### src/rtl/pendulum_pkg.sv
// Shared constants for the pendulum angle normaliser: fp32 field widths,
// the pi constants and the normaliser FSM state encoding.
package pendulum_pkg;

    localparam int FP_W  = 32;
    localparam int EXP_W = 8;
    localparam int MAN_W = 23;

    localparam logic [FP_W-1:0] PI     = 32'h40490FDB;
    localparam logic [FP_W-1:0] TWO_PI = 32'h40C90FDB;

    localparam logic [1:0] ST_IDLE  = 2'd0;
    localparam logic [1:0] ST_CHECK = 2'd1;
    localparam logic [1:0] ST_ADJ   = 2'd2;
    localparam logic [1:0] ST_OUT   = 2'd3;

endpackage

### src/rtl/fp32_addsub.sv
// Pipelined IEEE-754 single-precision add/subtract: round to nearest-even,
// denormal operands and results flushed to zero, ADD_LAT enabled cycles deep.
module fp32_addsub
    import pendulum_pkg::*;
#(
    parameter int ADD_LAT = 3
) (
    input  logic            clk,
    input  logic            rst_n,
    input  logic            ena,
    input  logic            op_sub,
    input  logic [FP_W-1:0] a,
    input  logic [FP_W-1:0] b,
    output logic [FP_W-1:0] result
);

    function automatic logic [FP_W-1:0] round_pack(input logic sgn,
                                                   input logic signed [10:0] exp_in,
                                                   input logic [26:0] frac);
        logic               up;
        logic [24:0]        mant;
        logic signed [10:0] e;
        e    = exp_in;
        up   = frac[2] & (frac[1] | frac[0] | frac[3]);
        mant = {1'b0, frac[26:3]} + {24'd0, up};
        if (mant[24]) begin
            mant = mant >> 1;
            e    = e + 11'sd1;
        end
        if (e <= 11'sd0)   return {sgn, 31'd0};
        if (e >= 11'sd255) return {sgn, 8'hFF, 23'd0};
        return {sgn, e[7:0], mant[22:0]};
    endfunction

    function automatic logic [FP_W-1:0] fp_add(input logic [FP_W-1:0] x,
                                               input logic [FP_W-1:0] y);
        logic [FP_W-1:0]    big;
        logic [FP_W-1:0]    sml;
        logic [EXP_W-1:0]   d;
        logic [26:0]        fb;
        logic [26:0]        fs;
        logic [27:0]        sum;
        logic signed [10:0] e;
        logic [4:0]         lz;
        if (x[30:23] == 8'hFF) return x;
        if (y[30:23] == 8'hFF) return y;
        if (x[30:23] == 8'h00 && y[30:23] == 8'h00) return {x[31] & y[31], 31'd0};
        if (x[30:23] == 8'h00) return y;
        if (y[30:23] == 8'h00) return x;
        if (x[30:0] >= y[30:0]) begin
            big = x;
            sml = y;
        end else begin
            big = y;
            sml = x;
        end
        d  = big[30:23] - sml[30:23];
        fb = {1'b1, big[22:0], 3'b000};
        fs = {1'b1, sml[22:0], 3'b000};
        // Alignment keeps guard/round bits and ORs everything shifted out into sticky
        if (d >= 8'd27) fs = 27'd1;
        else            fs = (fs >> d) | {26'd0, |(fs & ((27'd1 << d) - 27'd1))};
        e = signed'({3'b000, big[30:23]});
        if (big[31] == sml[31]) begin
            sum = {1'b0, fb} + {1'b0, fs};
            if (sum[27]) begin
                sum = {1'b0, sum[27:2], sum[1] | sum[0]};
                e   = e + 11'sd1;
            end
        end else begin
            sum = {1'b0, fb} - {1'b0, fs};
            if (sum == 28'd0) return 32'd0;
            lz = 5'd0;
            for (int i = 0; i < 27; i++) if (sum[i]) lz = 5'(26 - i);
            sum = sum << lz;
            e   = e - signed'({6'd0, lz});
        end
        return round_pack(big[31], e, sum[26:0]);
    endfunction

    logic [FP_W-1:0] w_b;
    logic [FP_W-1:0] w_res_p0;
    logic [FP_W-1:0] r_sum_p [ADD_LAT];

    assign w_b      = {b[FP_W-1] ^ op_sub, b[FP_W-2:0]};
    assign w_res_p0 = fp_add(a, w_b);

    // Stage boundary: result travels ADD_LAT registers, frozen while ena is low
    always_ff @(posedge clk or negedge rst_n) begin
        if (!rst_n) begin
            for (int i = 0; i < ADD_LAT; i++) r_sum_p[i] <= '0;
        end else if (ena) begin
            r_sum_p[0] <= w_res_p0;
            for (int i = 1; i < ADD_LAT; i++) r_sum_p[i] <= r_sum_p[i-1];
        end
    end

    assign result = r_sum_p[ADD_LAT-1];

endmodule

### src/rtl/pendulum_angle_norm.sv
// Wraps a pendulum angle into [-pi, pi) by repeated +/-2pi corrections through
// a shared pipelined fp32 adder; velocity and torque ride along untouched.
module pendulum_angle_norm
    import pendulum_pkg::*;
#(
    parameter int ADD_LAT  = 3,
    parameter int MAX_ITER = 8
) (
    input  logic            i_clk,
    input  logic            i_rst_n,
    input  logic            i_ena,
    input  logic            i_valid,
    output logic            o_ready,
    input  logic [FP_W-1:0] i_th,
    input  logic [FP_W-1:0] i_thdot,
    input  logic [FP_W-1:0] i_tor,
    output logic            o_valid,
    output logic [FP_W-1:0] o_th,
    output logic [FP_W-1:0] o_thdot,
    output logic [FP_W-1:0] o_tor,
    output logic            o_err
);

    localparam int CNT_W  = $clog2(MAX_ITER + 1);
    localparam int WAIT_W = (ADD_LAT > 1) ? $clog2(ADD_LAT) : 1;

    logic [1:0]       r_state;
    logic [FP_W-1:0]  r_x;
    logic [FP_W-1:0]  r_thdot;
    logic [FP_W-1:0]  r_tor;
    logic [CNT_W-1:0] r_cnt;
    logic [WAIT_W-1:0] r_wait;
    logic [FP_W-1:0]  r_o_th;
    logic [FP_W-1:0]  r_o_thdot;
    logic [FP_W-1:0]  r_o_tor;
    logic             r_o_err;

    logic             w_nan;
    logic             w_high;
    logic             w_low;
    logic             w_in;
    logic             w_ovf;
    logic [FP_W-1:0]  w_sum;

    // Range test on raw bits: -pi is in range, +pi is not
    assign w_nan  = (r_x[FP_W-2:MAN_W] == {EXP_W{1'b1}});
    assign w_high = !r_x[FP_W-1] && (r_x[FP_W-2:0] >= PI[FP_W-2:0]);
    assign w_low  =  r_x[FP_W-1] && (r_x[FP_W-2:0] >  PI[FP_W-2:0]);
    assign w_in   = !w_high && !w_low;
    assign w_ovf  = (r_cnt == CNT_W'(MAX_ITER));

    fp32_addsub #(
        .ADD_LAT (ADD_LAT)
    ) u_addsub (
        .clk    (i_clk),
        .rst_n  (i_rst_n),
        .ena    (i_ena),
        .op_sub (w_high),
        .a      (r_x),
        .b      (TWO_PI),
        .result (w_sum)
    );

    always_ff @(posedge i_clk or negedge i_rst_n) begin
        if (!i_rst_n) begin
            r_state   <= ST_IDLE;
            r_x       <= '0;
            r_thdot   <= '0;
            r_tor     <= '0;
            r_cnt     <= '0;
            r_wait    <= '0;
            r_o_th    <= '0;
            r_o_thdot <= '0;
            r_o_tor   <= '0;
            r_o_err   <= 1'b0;
        end else if (i_ena) begin
            case (r_state)
                ST_IDLE: begin
                    if (i_valid) begin
                        r_x     <= i_th;
                        r_thdot <= i_thdot;
                        r_tor   <= i_tor;
                        r_cnt   <= '0;
                        r_state <= ST_CHECK;
                    end
                end
                ST_CHECK: begin
                    if (w_nan || w_in || w_ovf) begin
                        r_o_th    <= r_x;
                        r_o_thdot <= r_thdot;
                        r_o_tor   <= r_tor;
                        r_o_err   <= w_nan || !w_in;
                        r_state   <= ST_OUT;
                    end else begin
                        r_cnt   <= r_cnt + 1'b1;
                        r_wait  <= '0;
                        r_state <= ST_ADJ;
                    end
                end
                ST_ADJ: begin
                    // Adder captured r_x at the CHECK edge; r_x is stable until the result lands
                    if (r_wait == WAIT_W'(ADD_LAT - 1)) begin
                        r_x     <= w_sum;
                        r_state <= ST_CHECK;
                    end else begin
                        r_wait <= r_wait + 1'b1;
                    end
                end
                default: r_state <= ST_IDLE;
            endcase
        end
    end

    assign o_ready = (r_state == ST_IDLE) && i_ena;
    assign o_valid = (r_state == ST_OUT);
    assign o_th    = r_o_th;
    assign o_thdot = r_o_thdot;
    assign o_tor   = r_o_tor;
    assign o_err   = r_o_err;

endmodule

### config.mk
export PLATFORM = sky130hd
export DESIGN_NAME = pendulum_angle_norm
export DESIGN_NICKNAME = d
export VERILOG_FILES = /design/src/rtl/pendulum_pkg.sv /design/src/rtl/fp32_addsub.sv /design/src/rtl/pendulum_angle_norm.sv
export SDC_FILE = /design/constraint.sdc
export NUM_CORES = 1
export LEC_CHECK = 0
export CAP_MARGIN = 5
export CORE_MARGIN = 3
export CORE_UTILIZATION = 52
export CTS_BUF_LIST = sky130_fd_sc_hd__clkbuf_2
export DETAILED_ROUTE_END_ITERATION = 7
export HOLD_SLACK_MARGIN = 0.06
export PLACE_DENSITY_LB_ADDON = 0.05
export SETUP_SLACK_MARGIN = 0.5
export SLEW_MARGIN = 20
export SYNTH_ARGS = -nofsm -noshare
export SYNTH_HDL_FRONTEND = slang
export SYNTH_SLANG_ARGS = --single-unit
### constraint.sdc
create_clock -name i_clk -period 10.7 [get_ports i_clk]
set_input_delay 2.14 -clock i_clk [delete_from_list [all_inputs] [get_ports i_clk]]
set_output_delay 2.14 -clock i_clk [all_outputs]
set_load 0.01 [all_outputs]
# ---- Word-level counts from Yosys, hierarchy flattened
# Cells that the tools add are included.
dict set report totals {
  ram_bits 0
  output_inout_bits 99
  register_bits 297
  input_bits 100
  elab_cells 217
  memories 0
  rom_bits 0
  latchBits 0
}
dict set report op_classes {
  reduce_logical 24
  order_cmp 6
  addsub 10
  n_mul 0
  muxes 144
  shifts 3
  div 0
  n_eq_ne 11
  bitwise_logic 6
}
# cell n
set op_table {}
lappend op_table {{32-bit two-way mux} 28}
lappend op_table {{27-bit two-way mux} 14}
lappend op_table {{5-bit two-way mux} 34}
lappend op_table {{11-bit two-way mux} 15}
lappend op_table {{32-bit case mux with 2 select lines} 1}
lappend op_table {{31-bit >= comparator, second input constant} 2}
lappend op_table {{1-bit two-way mux} 42}
lappend op_table {{31-bit > comparator, second input constant} 1}
lappend op_table {{27-bit by 27-bit adder with 28-bit output} 1}
lappend op_table {{28-bit logical NOT} 1}
lappend op_table {{28-bit by 5-bit left shift with 27-bit output} 1}
lappend op_table {{27-bit by 27-bit subtractor with 28-bit output} 1}
lappend op_table {{27-bit AND} 1}
lappend op_table {{27-bit by 1-bit OR with 27-bit output} 1}
lappend op_table {{27-bit OR reduction} 1}
lappend op_table {{1-bit by 8-bit left shift with 27-bit output, first input constant} 1}
lappend op_table {{27-bit by 8-bit right shift with 27-bit output} 1}
lappend op_table {{27-bit by 1-bit subtractor with 27-bit output, second input constant} 1}
lappend op_table {{24-bit by 1-bit adder with 25-bit output} 1}
lappend op_table {{23-bit two-way mux} 1}
lappend op_table {{4-bit AND reduction} 3}
lappend op_table {{11-bit by 2-bit adder with 11-bit output, second input constant} 1}
lappend op_table {{11-bit by 9-bit >= comparator with 1-bit output, second input constant} 1}
lappend op_table {{11-bit by 1-bit less-or-equal comparator with 1-bit output, second input constant} 1}
lappend op_table {{other kinds (26)} 49}

# ---- Depth between registers and ports, before layout
# Gate-level depths: netlist of run 1.
dict set report depth {
  word_depth 106
  depth_mapped 50
  mapped_depth_nobuf 44
}

# ---- By module
# Synthesis of run 1 repeated with hierarchy kept, for this count alone.
dict set report hier_totals {
  hier_cells 3005
  area_unflattened_um2 25303.0
}
# mod area_each_um2 instances cells_each
set by_module_without_submodules {}
lappend by_module_without_submodules {fp32_addsub 17154.0 1 2424}
lappend by_module_without_submodules {pendulum_angle_norm 8149.1 1 581}

# ---- Worst setup path after synthesis of run 1
# Ideal clock, no wire load.
dict set report synth_timing {
  path_type {flip-flop to flip-flop}
  start {register r_x[27]}
  end {register u_addsub.r_sum_p[64] (netlist name)}
  stages_incl_launch_ff 47
  n_path_buf 7
  setup_time_ns 0.139
  setup_slack_ns 1.894
  arrival_time_ns 8.667
  path_cell_list {dfrtp_1 buf_2 or4_4 nor2_2 o211ai_2 a21oi_4 nor2_1 buf_2 o311ai_0 o211ai_1 nand2_1 o21ai_0 a21boi_0 ha_1 clkbuf_1 nand4_1 nand2b_1 o211ai_1 [... 11 more ...] buf_6 buf_6 buf_2 ha_1 nor2b_1 o21ai_0 nand2b_1 xnor2_1 nor2_1 a21oi_1 nor3_1 nand3_1 nor2_1 nand2_1 o21ai_0 nand3_1 a211oi_2 o31ai_1}
}
dict set report synth_between {
  elab_chain_cells 90
  word_cells_on_any_way 150
  classes_between {add/sub (8); order compare (5); eq/ne (2); shift (3); mux (122); bitwise (6); reduce/logical (4)}
}
# element line_no
set synth_rtl {}
lappend synth_rtl {{start, declared} pendulum_angle_norm.sv:28} ;# logic [FP_W-1:0] r_x;
lappend synth_rtl {{start signal, assigned} pendulum_angle_norm.sv:80} ;# r_x <= i_th;
lappend synth_rtl {{start signal, assigned} pendulum_angle_norm.sv:103} ;# r_x <= w_sum;
lappend synth_rtl {{31-bit >= comparator} fp32_addsub.sv:50} ;# if (x[30:0] >= y[30:0]) begin
lappend synth_rtl {{32-bit two-way mux (2 in series)} fp32_addsub.sv:50}
lappend synth_rtl {{32-bit two-way mux} fp32_addsub.sv:49} ;# if (y[30:23] == 8'h00) return x;
lappend synth_rtl {{32-bit two-way mux} fp32_addsub.sv:48} ;# if (x[30:23] == 8'h00) return y;
lappend synth_rtl {{32-bit two-way mux} fp32_addsub.sv:47} ;# if (x[30:23] == 8'h00 && y[30:23] == 8'h00) return {x[31] & y[31], 31'd0};
lappend synth_rtl {{32-bit two-way mux} fp32_addsub.sv:46} ;# if (y[30:23] == 8'hFF) return y;
lappend synth_rtl {{8-bit subtractor} fp32_addsub.sv:57} ;# d = big[30:23] - sml[30:23];
lappend synth_rtl {{1-bit by 8-bit left shift with 27-bit output} fp32_addsub.sv:62} ;# else fs = (fs >> d) | {26'd0, |(fs & ((27'd1 << d) - 27'd1))};
lappend synth_rtl {{[... 73 more ...]} -}
lappend synth_rtl {{32-bit two-way mux} fp32_addsub.sv:32} ;# return {sgn, e[7:0], mant[22:0]};
lappend synth_rtl {{32-bit two-way mux} fp32_addsub.sv:31} ;# if (e >= 11'sd255) return {sgn, 8'hFF, 23'd0};
lappend synth_rtl {{32-bit two-way mux} fp32_addsub.sv:78} ;# return round_pack(big[31], e, sum[26:0]);
lappend synth_rtl {{32-bit two-way mux} fp32_addsub.sv:50}
lappend synth_rtl {{32-bit two-way mux} fp32_addsub.sv:49}
lappend synth_rtl {{32-bit two-way mux} fp32_addsub.sv:48}
lappend synth_rtl {{32-bit two-way mux} fp32_addsub.sv:47}
lappend synth_rtl {{32-bit two-way mux (*)} fp32_addsub.sv:46}
lappend synth_rtl {{end, declared} fp32_addsub.sv:83} ;# logic [FP_W-1:0] r_sum_p [ADD_LAT];
# Every way passes the cells marked *; elsewhere a longest branch is shown, timed or not. The select of a mux whose other input is x is not followed.
# A chain may end at the register's enable or synchronous reset.

# ---- Final worst setup path of run 1
dict set report layout_timing {
  start {register r_x[25]}
  end {register u_addsub.r_sum_p[77] (netlist name)}
}
# Same word-level chain as after synthesis.

==> results.txt, run 1 <==
final setup fails = 0
Worst path most repeated cell = o21ai_0
drt first pass iters = 8
Worst EP required = 11.47 ns
Cells after Synth = 2,635
hold-fix buffers at CTS = 0
Max Cap Viol = 0
Worst Path Arrival = 10.49 ns
io pins = 199
sequential area share after synthesis = 32.2%
Crit-path slowest cell = ha_1
Synth top area share = 32.2%
xor and xnor area share after synthesis = 2.50%
YS warnings = 0
Initial Util = 53.1%
adder-cell share of the synthesized area = 3.48%
most frequent cells in the layout = 292 x dfrtp_1, 238 x nand2_1, 227 x mux2_2, 196 x clkdlybuf4s50_1, 193 x nor2_1
first-pass GRT wire length = 138,000 µm
fin util = 62.3%
GPL Wtd Cong = 1.12
post-synth top area cell = dfrtp_1
Clk Latency, worst-skew pair = 0.96 ns
Slew @ Worst Pin = 1.13 ns
TritonCTS clock tree = built
crit path max fanout = 41
failing checks = design-rule violations
R2R cell count = 32
hold path depth = 1
EDFF count, synth = 0
setup tns final = 0 ns
status = complete, but fails checks
grt ovf = 0
Area Growth Syn to Fin = 17.2%
Post-Route Skew = 0.116 ns
clock net sink count = 297
FP Rows = 76
Cell Area, Synth = 0.0231 mm²
die height = 217 µm
pre-CTS WS = 0.593 ns
H-tree levels = 3
die width = 217 µm
ys flop type = dfrtp_1
post-layout worst setup margin = 0.973 ns
ys async rst share = 100%
Min-Delay Path Class = reg2reg
final hold viol count = 0
initial antenna violation count = 4
most common cell after layout, fill and taps aside = dfrtp_1
Via density = 6.68
vias post-DR = 23,531
Buffers on Ports = 198
CP Launch Type = register
post-route DRC violation count = 2
gr usage total = 37.7%
Total Nets Final = 3,043
full die area = 0.0470 mm²
hpwl dp = 68,800 µm
RSZ-0062 raised after global routing = no
fmax = 0.103 GHz
CP endpoint kind = register
core area = 0.0435 mm²
minimum clock period = 9.73 ns
Tcrit/Tclk final = 90.9%
Antenna Nets Post-Route = 0
vias in the first global route = 23,144
max-slew violation count = 0
clock-pin slew on the worst setup and hold paths = 0.11 ns
post-synthesis compound-gate area fraction = 24.1%
main area contributors after synthesis = dfrtp_1 32%, mux2_2 11%, nand2_1 3.9%, o21ai_0 3.4%, a21oi_1 3.3%
Seq cells post-synth = 297
Unique masters post-synth = 122
clock tree buffer depth = 3
initial DRC count = 3,256
largest family of logic cells by synthesized area = compound AO/OA/AOI/OAI gates
Num CTS Buffers = 70
DRT Wirelength = 91,500 µm
Avg WL per Cell = 26.0 µm
mux share of post-synthesis cell area = 13.7%
slowest stage delay, CP = 0.48 ns
final hold slack = 0.457 ns
Syn Area/Cell = 8.76 µm²
syn_nets = 2,798
Simple-Gate Fraction of Synth Area = 18.9%
share of cells above drive strength 1 = 21.7%
relative slew slack = 24.1%
largest net degree at the start of global routing = 194
clk root buf = clkbuf_2
Crit Path Category = reg2reg
through the flow:
stage,instances,cell area [µm²]
finish,3520,27100
global route,3516,27100
CTS,3507,26900
detailed placement,3385,26200
global placement,3385,26200
floorplan,2635,23100
timing repair:
| action | 4_1_cts | 5_1_grt |
|---|---|---|
| setup buffers | 0 | 8 |
| setup endpoints to repair | 0 | 31 |
| gates resized for setup | 0 | 37 |
cell usage after synthesis, drive strengths merged, types with 9 or more instances:
library cell and count:
dfrtp 297, nand2 242, mux2 230, nor2 197
o21ai 173, a21oi 159, clkbuf 119, inv 88
nor3 81, nand3 74, buf 73, ha 61
mux2i 55, a211oi 48, xnor2 45, o211ai 43
a21o 40, a31oi 37, or3 37, and3 31
and2 30, nand4 30, o31ai 29, nand2b 25
o221ai 25, nor4 23, nor2b 20, o21a 20
xor2 20, o21bai 19, o22ai 18, a22oi 15
or2 14, a311oi 13, a211o 11, a221oi 11
a31o 11, o311ai 11, or4 11, a32oi 10
and4 9, o2111ai 9, o32ai 9
cell families (layout without fill, tap and decap cells):
logic type                 Yosys count  in the layout
DFF                                297            297
buffers and inverters              281            576
xor gates and xnor gates            65             65
muxes                              286            286
AOI/OAI and AO/OA                  787            787
other                                0              5
and+or+nand+nor                    856            856
adders and majority gates           63             63
cell type report:
cell class / instances / area, µm²
Multi-Input combinational cell: 2057 / 14600
Inverter: 89 / 342
Timing Repair Buffer: 365 / 3290
Tap cell: 585 / 732
Clock buffer: 104 / 520
Fill cell: 3815 / 16400
Sequential cell: 297 / 7440
Clock inverter: 18 / 116
Antenna cell: 5 / 12.5
sequential cells by signal, summed over array words and instances, names as in the netlist:
name	flops
u_addsub.r_sum_p	64
o_th	32
o_thdot	32
o_tor	32
r_thdot	32
r_tor	32
r_x	32
u_addsub.result	32
r_cnt	4
r_state	2
r_wait	2
o_err	1
worst paths after layout:
kind                            slack, ns                    to            startpoint
worst max-delay path                 0.97  u_addsub.r_sum_p[77]               r_x[25]
worst min-delay path                 0.46  u_addsub.r_sum_p[39]  u_addsub.r_sum_p[71]
worst max register to register       0.97  u_addsub.r_sum_p[77]               r_x[25]
worst min register to register       0.46  u_addsub.r_sum_p[39]  u_addsub.r_sum_p[71]
max in group asynchronous            7.82                r_x[3]               i_rst_n
min in group asynchronous            1.27            o_thdot[1]               i_rst_n
layer usage:
layer  wire [µm]  GRT usage (%)  share of wire, %  up-vias
li1            -              -                 -    10323
met1       35100           47.5                38    11302
met2       41100           59.4                45     1511
met3        9790           9.67                11      393
met4        5490           20.9               6.0        2
met5          28              0             0.031        -
worst max-delay path, delay by kind of cell, from the launching register on:
family | cells | cell delay, ns
simple gates | 14 | 3.80
buf+inv | 4 | 1.00
xor+xnor | 1 | 0.24
fa+ha+maj | 2 | 0.92
compound gates | 11 | 3.12
flops | 1 | 0.41
Power of run 1 is left out: the tool's default activity adds up to more than one toggle a clock period on the data nets, which glitch-free logic cannot reach.
==> run 2: changes to the inputs <==
--- a/config.mk
+++ b/config.mk
@@ -10,6 +10,7 @@
 export CORE_UTILIZATION = 52
 export CTS_BUF_LIST = sky130_fd_sc_hd__clkbuf_2
 export DETAILED_ROUTE_END_ITERATION = 7
+export DONT_BUFFER_PORTS = 1
 export HOLD_SLACK_MARGIN = 0.06
 export PLACE_DENSITY_LB_ADDON = 0.05
 export SETUP_SLACK_MARGIN = 0.5
==> run 2 against run 1 <==
  * The flow still finishes with violations (design-rule violations)
  * Register-to-register slack improved by 0.05 ns
  * Clock skew decreased by 0.013 ns
  * Non-clock buffer count decreased by 203
  * Die area unchanged
  * Critical path depth increased by 6
  * Core utilization decreased by 4.6 points
  * Largest cell class unchanged
==> results.txt, run 2 (synthesized netlist as in run 1, its figures left out) <==
initial antenna violation count = 4
Max Cap Viol = 0
vias in the first global route = 21,876
clock tree buffer depth = 3
share of cells above drive strength 1 = 22.7%
core area = 0.0435 mm²
die width = 217 µm
full die area = 0.0470 mm²
Clk Latency, worst-skew pair = 0.93 ns
Multi-input gate area = 0.0146 mm²
most common cell after layout, fill and taps aside = dfrtp_1
gr usage total = 37.6%
relative slew slack = 29.8%
initial DRC count = 3,121
TritonCTS clock tree = built
largest register by flop count = u_addsub.r_sum_p
clock net sink count = 297
die height = 217 µm
Tcrit/Tclk final = 90.4%
max-slew violation count = 0
final setup fails = 0
first-pass GRT wire length = 136,000 µm
Worst EP required = 11.46 ns
GPL Wtd Cong = 1.05
Fillers = 3,911
status = complete, but fails checks
most frequent cells in the layout = 291 x dfrtp_1, 239 x nand2_1, 227 x mux2_2, 192 x nor2_1, 160 x buf_4
setup tns final = 0 ns
io pins = 199
Via density = 6.90
slowest stage delay, CP = 0.61 ns
Register Area = 0.00745 mm²
max reg flops = 64
Num CTS Buffers = 66
clock-pin slew on the worst setup and hold paths = 0.12 ns
Total Nets Final = 2,836
crit path max fanout = 17
largest net degree at the start of global routing = 298
Antenna Nets Post-Route = 0
vias post-DR = 22,782
DRT Wirelength = 91,400 µm
drt first pass iters = 8
H-tree levels = 3
Slew @ Worst Pin = 1.05 ns
failing checks = design-rule violations
RSZ-0062 raised after global routing = no
grt ovf = 0
Post-Route Skew = 0.103 ns
final hold viol count = 0
Crit-path slowest cell = dfrtp_4
hpwl dp = 68,500 µm
CP Launch Type = register
post-route DRC violation count = 1
Min-Delay Path Class = reg2reg
Avg WL per Cell = 27.7 µm
FP Rows = 76
CP endpoint kind = register
fmax = 0.103 GHz
minimum clock period = 9.67 ns
clk root buf = clkbuf_2
hold-fix buffers at CTS = 0
Area Growth Syn to Fin = 8.46%
Crit Path Category = reg2reg
Buffers on Ports = 0
Worst Path Arrival = 10.44 ns
Initial Util = 53.1%
[run 2: cell types whose count changed in the layout (fill, tap and decap cells not counted), sizes merged]
cell / previous run / this run
clkbuf: 104 / 90
clkdlybuf4s50: 196 / 0
inv: 90 / 89
clkinvlp: 2 / 1
bufinv: 1 / 5
buf: 169 / 161
[run 2: stage by stage]
stage	utilization (%)	std cells	setup WS (ns)	hold WS, ns	instance area [µm²]
after floorplan	-	2635	1.89	0.446	23100
after CTS	57.3	3296	0.606	0.474	24900
after global routing	57.6	3301	0.457	0.499	25000
after detailed placement	55.7	3187	0.0605	0.489	24200
final	57.6	3304	1.03	0.490	25000
after global placement	55.7	3187	0.00661	0.465	24200
[run 2: cell type report]
class                           instances  area share, %
Multi-Input combinational cell       2057           58.3
Sequential cell                       297           29.7
Timing Repair Buffer                  162           4.93
Tap cell                              585           2.92
Clock buffer                           89           1.78
Inverter                               89           1.35
Clock inverter                         20          0.884
Antenna cell                            5         0.0500
[run 2: timing repair]
| action | in CTS | in global routing |
|---|---|---|
| buffers inserted | 0 | 3 |
| gates resized for setup | 4 | 34 |
| pin swaps | 0 | 2 |
| setup endpoints to repair | 31 | 31 |
[run 2: final timing paths]
path | from | to | slack [ns] | cells after the start
min reg2reg | r_tor[14] | o_tor[14] | 0.49 | 1
min | r_tor[14] | o_tor[14] | 0.49 | 1
max | r_x[10] | u_addsub.r_sum_p[78] | 1.03 | 38
max in group asynchronous | i_rst_n | r_x[30] | 8.85 | 0
min in group asynchronous | i_rst_n | r_thdot[2] | 0.96 | 0
max reg2reg | r_x[10] | u_addsub.r_sum_p[78] | 1.03 | 38
[run 2: metal layers]
metal  GRT usage (%)  up-vias  wire, µm
met1            49.3    11086     35600
li1                -     9887         -
met5               0        -        31
met2            58.7     1476     40700
met4            17.6        4      4790
met3            9.17      329     10200
[run 2: critical path: cells and delay by family, from the launching register on]
| kind | cells | cell delay, ns |
|---|---|---|
| AOI/OAI and AO/OA | 18 | 4.31 |
| and+or+nand+nor | 14 | 3.17 |
| buffers and inverters | 5 | 0.90 |
| DFF | 1 | 0.61 |
| adders and majority gates | 1 | 0.52 |
Power of run 2 is left out for the same reason.
